===== src/rtl/dmem_arb_pkg.sv =====
// Shared types and constants for the data-memory arbiter.
package dmem_arb_pkg;

  typedef enum logic [1:0] {IDLE, ISSUE, WAIT, DONE} state_e;

  localparam logic OWN_CPU = 1'b0;
  localparam logic OWN_DBG = 1'b1;

  localparam int ADDR_W_DEF     = 5;
  localparam int DATA_W_DEF     = 32;
  localparam int MEM_LAT_DEF    = 1;
  localparam int STARVE_MAX_DEF = 4;
  localparam int MEM_LAT_MIN    = 1;
  localparam int MEM_LAT_MAX    = 7;
  localparam int LAT_CNT_W      = 3;

  // Width needed to hold 0..smax, never below one bit.
  function automatic int starve_w(input int smax);
    return (smax < 1) ? 1 : $clog2(smax + 1);
  endfunction

endpackage


===== src/rtl/dmem_arb_pick.sv =====
// Combinational winner selection: cpu has priority unless dbg has been starved STARVE_MAX times.
module dmem_arb_pick
  import dmem_arb_pkg::*;
#(
  parameter int STARVE_MAX = STARVE_MAX_DEF,
  parameter int SW         = starve_w(STARVE_MAX)
) (
  input  logic          cpu_req_i,
  input  logic          dbg_req_i,
  input  logic [SW-1:0] starve_cnt_i,
  output logic          grant_o,
  output logic          owner_o
);

  always_comb begin
    grant_o = cpu_req_i | dbg_req_i;
    owner_o = OWN_CPU;
    if (dbg_req_i && (!cpu_req_i || starve_cnt_i == SW'(STARVE_MAX)))
      owner_o = OWN_DBG;
  end

endmodule


===== src/rtl/dmem_arbiter.sv =====
// Two-port arbiter in front of the single-port data memory (cpu MEM stage + debug loader).
// Define DMEM_ARB_PERF_EN to build the stall/dbg-grant performance counters.
module dmem_arbiter
  import dmem_arb_pkg::*;
#(
  parameter int ADDR_W     = ADDR_W_DEF,
  parameter int DATA_W     = DATA_W_DEF,
  parameter int MEM_LAT    = MEM_LAT_DEF,
  parameter int STARVE_MAX = STARVE_MAX_DEF
) (
  input  logic              clk_i,
  input  logic              rst_i,
  input  logic              start_i,
  input  logic              cpu_req_i,
  input  logic              cpu_we_i,
  input  logic [ADDR_W-1:0] cpu_addr_i,
  input  logic [DATA_W-1:0] cpu_wdata_i,
  output logic [DATA_W-1:0] cpu_rdata_o,
  output logic              cpu_ack_o,
  output logic              cpu_stall_o,
  input  logic              dbg_req_i,
  input  logic              dbg_we_i,
  input  logic [ADDR_W-1:0] dbg_addr_i,
  input  logic [DATA_W-1:0] dbg_wdata_i,
  output logic [DATA_W-1:0] dbg_rdata_o,
  output logic              dbg_ack_o,
  output logic              mem_en_o,
  output logic              mem_we_o,
  output logic [ADDR_W-1:0] mem_addr_o,
  output logic [DATA_W-1:0] mem_wdata_o,
  input  logic [DATA_W-1:0] mem_rdata_i,
  output logic [15:0]       perf_stall_cnt_o,
  output logic [15:0]       perf_dbg_cnt_o
);

  localparam int SW = starve_w(STARVE_MAX);

  if (MEM_LAT < MEM_LAT_MIN || MEM_LAT > MEM_LAT_MAX) begin : g_bad_lat
    $error("dmem_arbiter: MEM_LAT out of range");
  end

  state_e               state_q, state_d;
  logic                 owner_q, we_q;
  logic [ADDR_W-1:0]    addr_q;
  logic [DATA_W-1:0]    wdata_q, cpu_rdata_q, dbg_rdata_q;
  logic [LAT_CNT_W-1:0] lat_q, lat_d;
  logic [SW-1:0]        starve_q, starve_d;
  logic                 grant, pick_owner, take;

  dmem_arb_pick #(.STARVE_MAX(STARVE_MAX), .SW(SW)) u_pick (
    .cpu_req_i   (cpu_req_i),
    .dbg_req_i   (dbg_req_i),
    .starve_cnt_i(starve_q),
    .grant_o     (grant),
    .owner_o     (pick_owner)
  );

  assign take = (state_q == IDLE) & start_i & grant;

  always_ff @(posedge clk_i or posedge rst_i) begin
    if (rst_i) begin
      state_q     <= IDLE;
      lat_q       <= '0;
      starve_q    <= '0;
      owner_q     <= OWN_CPU;
      we_q        <= 1'b0;
      addr_q      <= '0;
      wdata_q     <= '0;
      cpu_rdata_q <= '0;
      dbg_rdata_q <= '0;
    end else begin
      state_q  <= state_d;
      lat_q    <= lat_d;
      starve_q <= starve_d;
      if (take) begin
        owner_q <= pick_owner;
        we_q    <= (pick_owner == OWN_DBG) ? dbg_we_i : cpu_we_i;
        addr_q  <= (pick_owner == OWN_DBG) ? {dbg_addr_i[ADDR_W-1:2], 2'b00}
                                           : {cpu_addr_i[ADDR_W-1:2], 2'b00};
        wdata_q <= (pick_owner == OWN_DBG) ? dbg_wdata_i : cpu_wdata_i;
      end
      if (state_q == DONE) begin
        if (owner_q == OWN_DBG) dbg_rdata_q <= mem_rdata_i;
        else                    cpu_rdata_q <= mem_rdata_i;
      end
    end
  end

  always_comb begin
    state_d = state_q;
    lat_d   = lat_q;
    case (state_q)
      IDLE:  if (take) state_d = ISSUE;
      ISSUE: begin
        lat_d   = LAT_CNT_W'(MEM_LAT - 1);
        state_d = (MEM_LAT == 1) ? DONE : WAIT;
      end
      WAIT: begin
        lat_d = lat_q - LAT_CNT_W'(1);
        if (lat_q <= LAT_CNT_W'(1)) state_d = DONE;
      end
      DONE:    state_d = IDLE;
      default: state_d = IDLE;
    endcase
  end

  // Starvation only accumulates while dbg is actually waiting behind cpu.
  always_comb begin
    starve_d = starve_q;
    if (state_q == IDLE) begin
      if (!dbg_req_i)                starve_d = '0;
      else if (take)                 starve_d = (pick_owner == OWN_DBG) ? '0 : starve_q + SW'(1);
    end
  end

  always_comb begin
    mem_en_o    = (state_q == ISSUE);
    mem_we_o    = (state_q == ISSUE) & we_q;
    mem_addr_o  = addr_q;
    mem_wdata_o = wdata_q;
    cpu_ack_o   = (state_q == DONE) & (owner_q == OWN_CPU);
    dbg_ack_o   = (state_q == DONE) & (owner_q == OWN_DBG);
    cpu_rdata_o = cpu_ack_o ? mem_rdata_i : cpu_rdata_q;
    dbg_rdata_o = dbg_ack_o ? mem_rdata_i : dbg_rdata_q;
    cpu_stall_o = cpu_req_i & ~cpu_ack_o;
  end

`ifdef DMEM_ARB_PERF_EN
  logic [15:0] stall_cnt_q, dbg_cnt_q;

  always_ff @(posedge clk_i or posedge rst_i) begin
    if (rst_i) begin
      stall_cnt_q <= '0;
      dbg_cnt_q   <= '0;
    end else begin
      if (cpu_stall_o && stall_cnt_q != 16'hFFFF)
        stall_cnt_q <= stall_cnt_q + 16'd1;
      if (take && pick_owner == OWN_DBG && dbg_cnt_q != 16'hFFFF)
        dbg_cnt_q <= dbg_cnt_q + 16'd1;
    end
  end

  assign perf_stall_cnt_o = stall_cnt_q;
  assign perf_dbg_cnt_o   = dbg_cnt_q;
`else
  assign perf_stall_cnt_o = 16'd0;
  assign perf_dbg_cnt_o   = 16'd0;
`endif

endmodule


===== config.mk =====
export PLATFORM = sky130hd
export DESIGN_NAME = dmem_arbiter
export DESIGN_NICKNAME = d
export VERILOG_FILES = /design/src/rtl/dmem_arb_pkg.sv /design/src/rtl/dmem_arb_pick.sv /design/src/rtl/dmem_arbiter.sv
export SDC_FILE = /design/constraint.sdc
export NUM_CORES = 1
export LEC_CHECK = 0
export ABC_AREA = 0
export ABC_CLOCK_PERIOD_IN_PS = 4000
export CELL_PAD_IN_SITES_DETAIL_PLACEMENT = 1
export CELL_PAD_IN_SITES_GLOBAL_PLACEMENT = 2
export CORE_AREA = 2 2 143 145
export CTS_BUF_LIST = sky130_fd_sc_hd__clkbuf_8
export CTS_CLUSTER_DIAMETER = 40
export CTS_CLUSTER_SIZE = 25
export DETAILED_ROUTE_END_ITERATION = 16
export DIE_AREA = 0 0 145 147
export GPL_TIMING_DRIVEN = 0
export PLACE_DENSITY = 0.79
export SYNTH_ARGS = -nofsm -noshare
export SYNTH_HDL_FRONTEND = slang
export SYNTH_HIERARCHICAL = 1
export SYNTH_SLANG_ARGS = --single-unit

===== constraint.sdc =====
create_clock -name clk_i -period 4 [get_ports clk_i]
set_input_delay 0.8 -clock clk_i [delete_from_list [all_inputs] [get_ports clk_i]]
set_output_delay 0.8 -clock clk_i [all_outputs]
set_load 0.01 [all_outputs]

==> results of run 1 <==
area by class of cell:
| type | instances | area, um^2 | area share [%] |
|---|---|---|---|
| plain buffers | 54 | 355 | 4.63 |
| flip-flops and latches | 109 | 2730 | 35.5 |
| clock inverters | 7 | 81.3 | 1.06 |
| repair buffers | 213 | 2150 | 28.0 |
| inverters | 10 | 40.0 | 0.522 |
| clock buffers | 9 | 124 | 1.61 |
| multi-input cells | 247 | 1860 | 24.3 |
| well taps | 270 | 338 | 4.40 |
worst reg2reg max path, cell delays in order (launching register included):
cell and delay (ns):
dfrtp_1 0.42, inv_1 0.11, ha_1 0.24, nand3_1 0.32, buf_2 0.32, buf_2 0.22
nand2_1 0.09, o21ai_1 0.06
registers in the layout (all words and copies together), names as in the netlist:
name and cells:
owner_q 1, cpu_rdata_q 32, dbg_rdata_q 32, state_q 2, mem_wdata_o 32, mem_addr_o 3
we_q 1, starve_q 3, lat_q 3
cells in the final DEF (no fill, tap or decap), types with 2 or more instances in the layout:
cell	netlist	final
clkdlybuf4s50_1	0	212
dfrtp_1	109	109
mux2_1	62	62
nand2_1	40	40
mux2i_1	39	39
buf_4	37	37
o21ai_1	36	36
conb_1	1	34
buf_2	11	11
clkbuf_8	0	9
inv_1	8	7
ha_1	7	7
clkbuf_1	6	6
nor2b_1	5	5
nand3_1	3	3
nor2_1	3	3
mux2_2	3	3
clkinv_4	0	3
inv_2	2	2
a31oi_1	2	2
o21ai_0	2	2
synth_stat cells (2+ instances only):
cell / count / area (um^2)
nand3_1: 3 / 15.0
mux2_1: 62 / 698
nor2_1: 3 / 11.3
nor2b_1: 5 / 31.3
inv_1: 8 / 30.0
ha_1: 7 / 87.6
buf_4: 37 / 278
a31oi_1: 2 / 12.5
nand2_1: 40 / 150
o21ai_1: 36 / 180
inv_2: 2 / 7.51
buf_2: 11 / 55.1
mux2_2: 3 / 33.8
dfrtp_1: 109 / 2730
mux2i_1: 39 / 390
o21ai_0: 2 / 10.0
clkbuf_1: 6 / 22.5
routing by layer:
| layer | vias up | GRT usage [%] | wire length (um) |
|---|---|---|---|
| met5 | - | 0 | 0 |
| met1 | 1816 | 16.6 | 6240 |
| met2 | 176 | 23.0 | 6790 |
| li1 | 1765 | - | - |
| met3 | 13 | 4.38 | 1160 |
| met4 | 0 | 5.05 | 235 |
kinds of logic after synthesis:
family | after synthesis
other | 1
muxes | 104
AOI/OAI and AO/OA | 48
and+or+nand+nor | 54
buffers and inverters | 64
adders and majority gates | 7
DFF | 109
through the flow:
step                setup WS [ns]  utilization, %  power, mW  TNS, ns
floorplan                   0.326               -       3.22        0
global placement            -1.28            37.5       4.83  -138.21
detailed placement          0.972            37.7       4.94        0
CTS                         0.511            38.7       5.67        0
global route                0.438            38.7       5.96        0
finish                      0.651            38.7       5.56        0
worst paths after layout:
kind / start / endpoint / slack (ns) / cells past startpoint
setup / recovery: state_q[0] / dbg_rdata_o[31] / 0.65 / 5
hold / removal: cpu_rdata_q[7] / cpu_rdata_q[7] / 0.49 / 1
setup reg to reg: state_q[0] / mem_wdata_o[7] / 2.09 / 7
hold reg to reg: cpu_rdata_q[7] / cpu_rdata_q[7] / 0.49 / 1
max in group asynchronous: rst_i / mem_wdata_o[21] / 2.42 / 3
min in group asynchronous: rst_i / cpu_rdata_q[9] / 0.85 / 2
power by group through the flow:
stage	Sequential [mW]	Clock, mW	Combinational, mW
floorplan	1.89	0	1.32
global placement	1.84	0	2.99
detailed placement	1.88	0	3.06
CTS	1.86	0.743	3.07
global route	1.91	0.783	3.27
finish	1.84	0.702	3.01
==> flow_summary.yaml, run 1 <==
worst_hold_path:
  min_path_type: "flop to flop"
power_and_ir_drop:
  internal_power_mw: 3.60
  p_leak_nw: 3.35
  switchingPower_mw: 1.96
  vdd_drop_max_mv: 0.160
  combPwrFrac_pct: 54.2
  seqPwrFrac_pct: 33.2
  p_sw_share_pct: 35.3
  pwr-share-clk_pct: 12.6
  pwr_density_cell_nw_per_um2: 724
logic_synthesis:
  synth-seq-area-share_pct: 56.1
  synth_compound_area_share_pct: 5.97
  ys_ff_latch: 109
  yosys.area_share.simple_pct: 4.82
  synth_xor_area_share_pct: 0
  syn_area_um2: 4860
  synth_edf_count: 0
  synth_top_family_by_area: "multiplexers"
  ys_warn_count: 6
  synth-async-reset-ratio_pct: 100
  synthFlopType: "dfrtp_1"
  syn_inst: 387
  ys_types: 29
  postSynthAreaPerCell_um2: 12.6
  synth_fa_ha_area_share_pct: 1.80
  synth_mux_area_share_pct: 23.1
drt:
  via_per_inst: 4.10
  drt_iter0_drc: 90
  drtAntennaViolNets: 0
  post_drt_wl_per_cell_um: 15.7
  vias: 3770
  drc: 0
  totalWireLength_mm: 14.4
  first_pass_iters: 4
clock_network:
  root_buffer: "clkbuf_8"
  cts.clk_slew.worst_paths_ns: 0.11
  clk_path_buf_depth: 2
  numClockSinks: 109
  cts_made_buffers: 9
  cts_tree: "yes"
  htree_levels: 3
  cts_hold_buf: 0
  clk_latency_ns: 0.39
  cts_resized: 0
  post-cts-setup-buffers: 0
die:
  ios: 251
  die_h_um: 147
  die_x_um: 145
  fp.dieArea_um2: 21300
  coreArea_um2: 19800
  start_util_pct: 24.5
  row_count: 52
timing:
  hold_viol: 0
  final_max_slew_viol_count: 0
  period_share_pct: 83.7
  slew_headroom_pct: 59.0
  setup_viol: 0
  worstMarginPinSlew_ns: 0.614
  finClkSkew_ns: 0.0159
  layout_min_cycle_time_ns: 3.35
  fmax_ghz: 0.299
  whs_ns: 0.493
  rsz0062_at_grt: "no"
place:
  dpl.cell_count: 903
  placed_area_um2: 7470
  port_buffers: 212
  gp_congestion: 0.727
  dpl.hpwl_mm: 11.5
critical_path:
  cp_top_family: "buffers and inverters"
  worstPathRequired_ns: 3.20
  critPathBufInv: 2
  worstSetupPathType: "flop to primary output"
  path_cells: "ha_1 > nand2_1 > buf_2 > mux2_1 > clkdlybuf4s50_1"
  crit_path_top_delay_cell: "clkdlybuf4s50_1"
  crit_path_end_kind: "primary output"
  cp.arrival_ns: 2.55
  path_max_fanout: 10
  critPathMaxStageDelay_ns: 0.51
  critPathLaunchType: "flop"
grt:
  grtUsageTotal_pct: 13.7
  first_global_vias: 4081
  grt_max_degree: 65
  gr-total-overflow: 0
  grt_pass1_wl_mm: 22.6
  antenna_found_initial: 0
cells_and_area:
  fin_nets: 764
  drive_gt1_share_pct: 11.9
  design_area_um2: 7680
  diodes: 0
  syn_to_final_growth_pct: 58.0
  final_cells: 919
  n_fill_cell: 2193
run_status:
  status: "finished, final reports clean"
job:
  cap_violations: 0
(Power assumes the default switching activity.)
==> inputs of run 2 (changes only) <==
--- a/config.mk
+++ b/config.mk
@@ -6,17 +6,17 @@
 export NUM_CORES = 1
 export LEC_CHECK = 0
 export ABC_AREA = 0
-export ABC_CLOCK_PERIOD_IN_PS = 4000
+export ABC_CLOCK_PERIOD_IN_PS = 3030
 export CELL_PAD_IN_SITES_DETAIL_PLACEMENT = 1
 export CELL_PAD_IN_SITES_GLOBAL_PLACEMENT = 2
-export CORE_AREA = 2 2 143 145
+export CORE_AREA = 2 2 152 154
 export CTS_BUF_LIST = sky130_fd_sc_hd__clkbuf_8
 export CTS_CLUSTER_DIAMETER = 40
 export CTS_CLUSTER_SIZE = 25
 export DETAILED_ROUTE_END_ITERATION = 16
-export DIE_AREA = 0 0 145 147
+export DIE_AREA = 0 0 154 156
 export GPL_TIMING_DRIVEN = 0
-export PLACE_DENSITY = 0.79
+export PLACE_DENSITY = 0.74
 export SYNTH_ARGS = -nofsm -noshare
 export SYNTH_HDL_FRONTEND = slang
 export SYNTH_HIERARCHICAL = 1
==> constraint.sdc (replaced) <==
create_clock -name clk_i -period 3.03 [get_ports clk_i]
set_input_delay 0.606 -clock clk_i [delete_from_list [all_inputs] [get_ports clk_i]]
set_output_delay 0.606 -clock clk_i [all_outputs]
set_load 0.01 [all_outputs]
==> run 2 against run 1 <==
Final area rose by 1.5%. Sequential power rose by 32%. Clock skew fell by 0.0028 ns. Register-to-register slack got worse by 1.1 ns. Final cell count rose by 2.1%. Combinational power rose by 32%. Critical path depth did not move. Largest cell class unchanged.
==> flow_summary.yaml, run 2 (same netlist as run 1, synthesis figures left out) <==
run_status:
  status: "finished, final reports clean"
worst_hold_path:
  min_path_type: "flop to flop"
grt:
  grt_max_degree: 44
  gr-total-overflow: 0
  first_global_vias: 4087
  grtUsageTotal_pct: 11.9
  grt_pass1_wl_mm: 22.3
  antenna_found_initial: 0
clock_network:
  cts_made_buffers: 9
  cts.clk_slew.worst_paths_ns: 0.10
  numClockSinks: 109
  root_buffer: "clkbuf_8"
  cts_tree: "yes"
  clk_latency_ns: 0.38
  htree_levels: 3
  clk_path_buf_depth: 2
  cts_hold_buf: 0
power_and_ir_drop:
  vdd_drop_max_mv: 0.205
  pwr_density_cell_nw_per_um2: 958
  p_total_mw: 7.46
  p_leak_nw: 3.41
timing:
  slew_headroom_pct: 57.2
  layout_min_cycle_time_ns: 2.87
  rsz0062_at_grt: "yes"
  worstMarginPinSlew_ns: 0.641
  setup-tns-final_ns: 0
  finClkSkew_ns: 0.0130
  fmax_ghz: 0.348
  setup_ws_ns: 0.157
  hold_viol: 0
  period_share_pct: 94.8
  final_max_slew_viol_count: 0
  whs_ns: 0.489
  setup_viol: 0
cells_and_area:
  drive_gt1_share_pct: 12.6
  final_cell_mix: "clkdlybuf4s50_1, dfrtp_1, mux2_1, buf_4"
  n_fill_cell: 2426
  design_area_um2: 7790
  final_cells: 938
  final_common_cell: "clkdlybuf4s50_1"
  fin_nets: 768
  post-route-util_pct: 34.8
  syn_to_final_growth_pct: 60.3
  diodes: 0
drt:
  drt_iter0_drc: 97
  totalWireLength_mm: 14.5
  first_pass_iters: 4
  vias: 3730
  drtAntennaViolNets: 0
  drc: 0
  post_drt_wl_per_cell_um: 15.4
  via_per_inst: 3.98
critical_path:
  cp.arrival_ns: 2.27
  crit_path_end_kind: "primary output"
  worstPathRequired_ns: 2.42
  worstSetupPathType: "flop to primary output"
  rrSetupSlack_ns: 0.99
  critPathLaunchType: "flop"
  path_max_fanout: 10
die:
  die_h_um: 156
  ios: 251
  row_count: 55
  start_util_pct: 21.7
  die_x_um: 154
  coreArea_um2: 22400
  fp.dieArea_um2: 24000
job:
  cap_violations: 0
place:
  port_buffers: 212
  dpl.hpwl_mm: 11.6
  placed_area_um2: 7500
  dpl.cell_count: 919
  gp_congestion: 0.763
  pre_cts_ws_ns: 0.223
## run 2: layout make-up
cell class	instances	area [um^2]	share of cell area, %
Buffer	54	384	4.93
Inverter	10	41.3	0.530
Clock buffer	10	138	1.77
Clock inverter	6	103	1.32
Multi-Input combinational cell	247	1870	24.0
Timing Repair Buffer	217	2170	27.9
Sequential cell	109	2730	35.0
Tap cell	285	357	4.58
## run 2: worst paths after layout
path,to,cells past startpoint,from
setup reg to reg,we_q,8,state_q[0]
min in group asynchronous,mem_wdata_o[10],2,rst_i
setup / recovery,dbg_rdata_o[31],5,state_q[0]
hold / removal,cpu_rdata_q[0],1,cpu_rdata_q[0]
max in group asynchronous,dbg_rdata_q[6],3,rst_i
hold reg to reg,cpu_rdata_q[0],1,cpu_rdata_q[0]
## run 2: power by group
group / internal, mW / switching [mW]
combinational: 2.19 / 1.80
clock: 0.565 / 0.487
sequential: 2.16 / 0.265
## run 2: layer usage
| metal | vias up | GRT usage [%] | wire, um |
|---|---|---|---|
| met5 | - | 0 | 0 |
| met4 | 0 | 4.01 | 237 |
| met3 | 15 | 3.86 | 1020 |
| met2 | 141 | 20.6 | 7170 |
| met1 | 1799 | 13.9 | 6050 |
| li1 | 1775 | - | - |
## run 2: timing repair
action | in CTS | in global routing
buffers inserted | 1 | 2
gates resized for setup | 22 | 1
endpoints found under the setup margin | 57 | 42
## run 2: critical path: stages, from the launching register on
cell and delay (ns):
dfrtp_1 0.40, ha_2 0.21, nand2_2 0.17, buf_4 0.24, mux2_1 0.37, clkdlybuf4s50_1 0.51
==> inputs of run 3 (changes only) <==
--- a/config.mk
+++ b/config.mk
@@ -6,17 +6,17 @@
 export NUM_CORES = 1
 export LEC_CHECK = 0
 export ABC_AREA = 0
-export ABC_CLOCK_PERIOD_IN_PS = 3030
+export ABC_CLOCK_PERIOD_IN_PS = 2950
 export CELL_PAD_IN_SITES_DETAIL_PLACEMENT = 1
 export CELL_PAD_IN_SITES_GLOBAL_PLACEMENT = 2
-export CORE_AREA = 2 2 152 154
+export CORE_AREA = 2 2 143 145
 export CTS_BUF_LIST = sky130_fd_sc_hd__clkbuf_8
-export CTS_CLUSTER_DIAMETER = 40
+export CTS_CLUSTER_DIAMETER = 150
 export CTS_CLUSTER_SIZE = 25
 export DETAILED_ROUTE_END_ITERATION = 16
-export DIE_AREA = 0 0 154 156
+export DIE_AREA = 0 0 145 147
 export GPL_TIMING_DRIVEN = 0
-export PLACE_DENSITY = 0.74
+export PLACE_DENSITY = 0.79
 export SYNTH_ARGS = -nofsm -noshare
 export SYNTH_HDL_FRONTEND = slang
 export SYNTH_HIERARCHICAL = 1
==> constraint.sdc (replaced) <==
create_clock -name clk_i -period 2.95 [get_ports clk_i]
set_input_delay 0.59 -clock clk_i [delete_from_list [all_inputs] [get_ports clk_i]]
set_output_delay 0.59 -clock clk_i [all_outputs]
set_load 0.01 [all_outputs]
==> run 3 against run 2 <==
Core utilization increased by 4.5 points. Combinational power grew 2%. Global-route usage increased by 2.0 points. Worst hold slack improved by 0.0013 ns. Flip-flop and latch count stayed put. Critical path type unchanged. Power rose by 0.73%. Clock power fell by 9%.
==> flow_summary.yaml, run 3 (same netlist as run 1, synthesis figures left out) <==
worst_hold_path:
  min_path_type: "flop to flop"
critical_path:
  path_max_fanout: 10
  critPathMaxStageDelay_ns: 0.52
  crit_path_top_delay_cell: "clkdlybuf4s50_1"
  cp.arrival_ns: 2.20
  critPathLaunchType: "flop"
  crit_path_end_kind: "primary output"
  worstPathRequired_ns: 2.36
  path_cells: "ha_2 > nand2_4 > buf_6 > mux2_1 > clkdlybuf4s50_1"
  worstSetupPathType: "flop to primary output"
power_and_ir_drop:
  p_leak_nw: 3.59
  pwr-share-clk_pct: 12.7
  vdd_drop_max_mv: 0.276
  switchingPower_mw: 2.68
  seqPwrFrac_pct: 33.2
  internal_power_mw: 4.84
  combPwrFrac_pct: 54.0
  p_sw_share_pct: 35.6
  pwr_density_cell_nw_per_um2: 963
die:
  ios: 251
  die_h_um: 147
  row_count: 52
  start_util_pct: 24.5
  die_x_um: 145
  fp.dieArea_um2: 21300
  coreArea_um2: 19800
run_status:
  status: "finished, final reports clean"
grt:
  grt_max_degree: 41
  antenna_found_initial: 0
  use_met2_pct: 23.2
  grt_pass1_wl_mm: 23.3
  gr-total-overflow: 0
  grtUsageTotal_pct: 13.9
  first_global_vias: 4192
  grt.busiest_layer: "met2"
  grt_use_met3_pct: 4.66
  gr-usage-met1_pct: 17.2
timing:
  fmax_ghz: 0.358
  setup-tns-final_ns: 0
  finClkSkew_ns: 0.0106
  worstMarginPinSlew_ns: 0.765
  setup_viol: 0
  rsz0062_at_grt: "no"
  hold_viol: 0
  period_share_pct: 94.6
  layout_min_cycle_time_ns: 2.79
  slew_headroom_pct: 48.9
  final_max_slew_viol_count: 0
place:
  placed_area_um2: 7490
  port_buffers: 212
  dpl.hpwl_mm: 11.5
  gp_congestion: 0.723
drt:
  drt_iter0_drc: 55
  via_per_inst: 4.16
  first_pass_iters: 4
  post_drt_wl_per_cell_um: 15.7
  vias: 3840
  drtAntennaViolNets: 0
  totalWireLength_mm: 14.5
  drc: 0
clock_network:
  clk_latency_ns: 0.38
  numClockSinks: 109
  cts.clk_slew.worst_paths_ns: 0.10
  cts_made_buffers: 9
  root_buffer: "clkbuf_8"
  htree_levels: 3
  cts_tree: "yes"
  clk_path_buf_depth: 2
  cts_hold_buf: 0
cells_and_area:
  final_cell_mix: "clkdlybuf4s50_1, dfrtp_1, mux2_1"
  syn_to_final_growth_pct: 60.7
  design_area_um2: 7810
  drive_gt1_share_pct: 12.8
  fin_nets: 769
  n_fill_cell: 2178
  final_common_cell: "clkdlybuf4s50_1"
  diodes: 0
job:
  cap_violations: 0
## run 3: final timing paths
path                                    to  slack [ns]  cells past startpoint       startpoint
setup reg to reg            mem_wdata_o[2]        0.97                      8       state_q[1]
setup / recovery           dbg_rdata_o[31]        0.16                      5       state_q[0]
hold reg to reg            cpu_rdata_q[30]        0.49                      1  cpu_rdata_q[30]
max in group asynchronous       state_q[0]        1.61                      3            rst_i
min in group asynchronous  cpu_rdata_q[21]        0.68                      2            rst_i
hold / removal             cpu_rdata_q[30]        0.49                      1  cpu_rdata_q[30]
## run 3: per-layer routing
layer	vias to the layer above	part of all wire, %
met5	-	0
met4	0	1.4
met3	13	7.6
met2	171	47
met1	1877	44
li1	1779	-
## run 3: critical path: cells and delay by family (launching register included)
family / cells / cell delay (ns)
adders and majority gates: 1 / 0.21
buffers and inverters: 2 / 0.70
DFF: 1 / 0.40
muxes: 1 / 0.38
and+or+nand+nor: 1 / 0.13
## run 3: power by group through the flow
stage | clock, mW | sequential (mW) | combinational (mW)
2_1_floorplan | 0 | 2.57 | 1.79
3_3_place_gp | 0 | 2.49 | 4.05
3_5_place_dp | 0 | 2.55 | 4.15
4_1_cts | 1.01 | 2.51 | 4.18
5_1_grt | 1.07 | 2.59 | 4.41
6_report | 0.956 | 2.50 | 4.06
## run 3: timing repair
action	4_1_cts	5_1_grt
setup buffers	4	0
endpoints found under the setup margin	57	26
hold endpoints to repair	0	0
resized for setup	25	23
## run 3: layout make-up
cell class	instances	area (um^2)	area share, %
multi-input combinational	247	1870	24.0
sequential	109	2730	34.9
clock buffer	9	124	1.59
timing repair buffer	218	2230	28.5
buffer	54	399	5.11
clock inverter	7	80.1	1.03
tap	270	338	4.33
inverter	10	41.3	0.529
## run 3: stage by stage
step	hold WS (ns)	worst slack [ns]	power, mW	util, %	cells
after floorplan	0.447	0.962	4.36	-	420
after global placement	0.465	-0.0437	6.54	37.5	902
after detailed placement	0.470	0.161	6.69	37.7	904
after CTS	0.496	0.00394	7.70	39.0	924
after global routing	0.507	0.0253	8.07	39.4	924
final	0.490	0.160	7.52	39.4	924
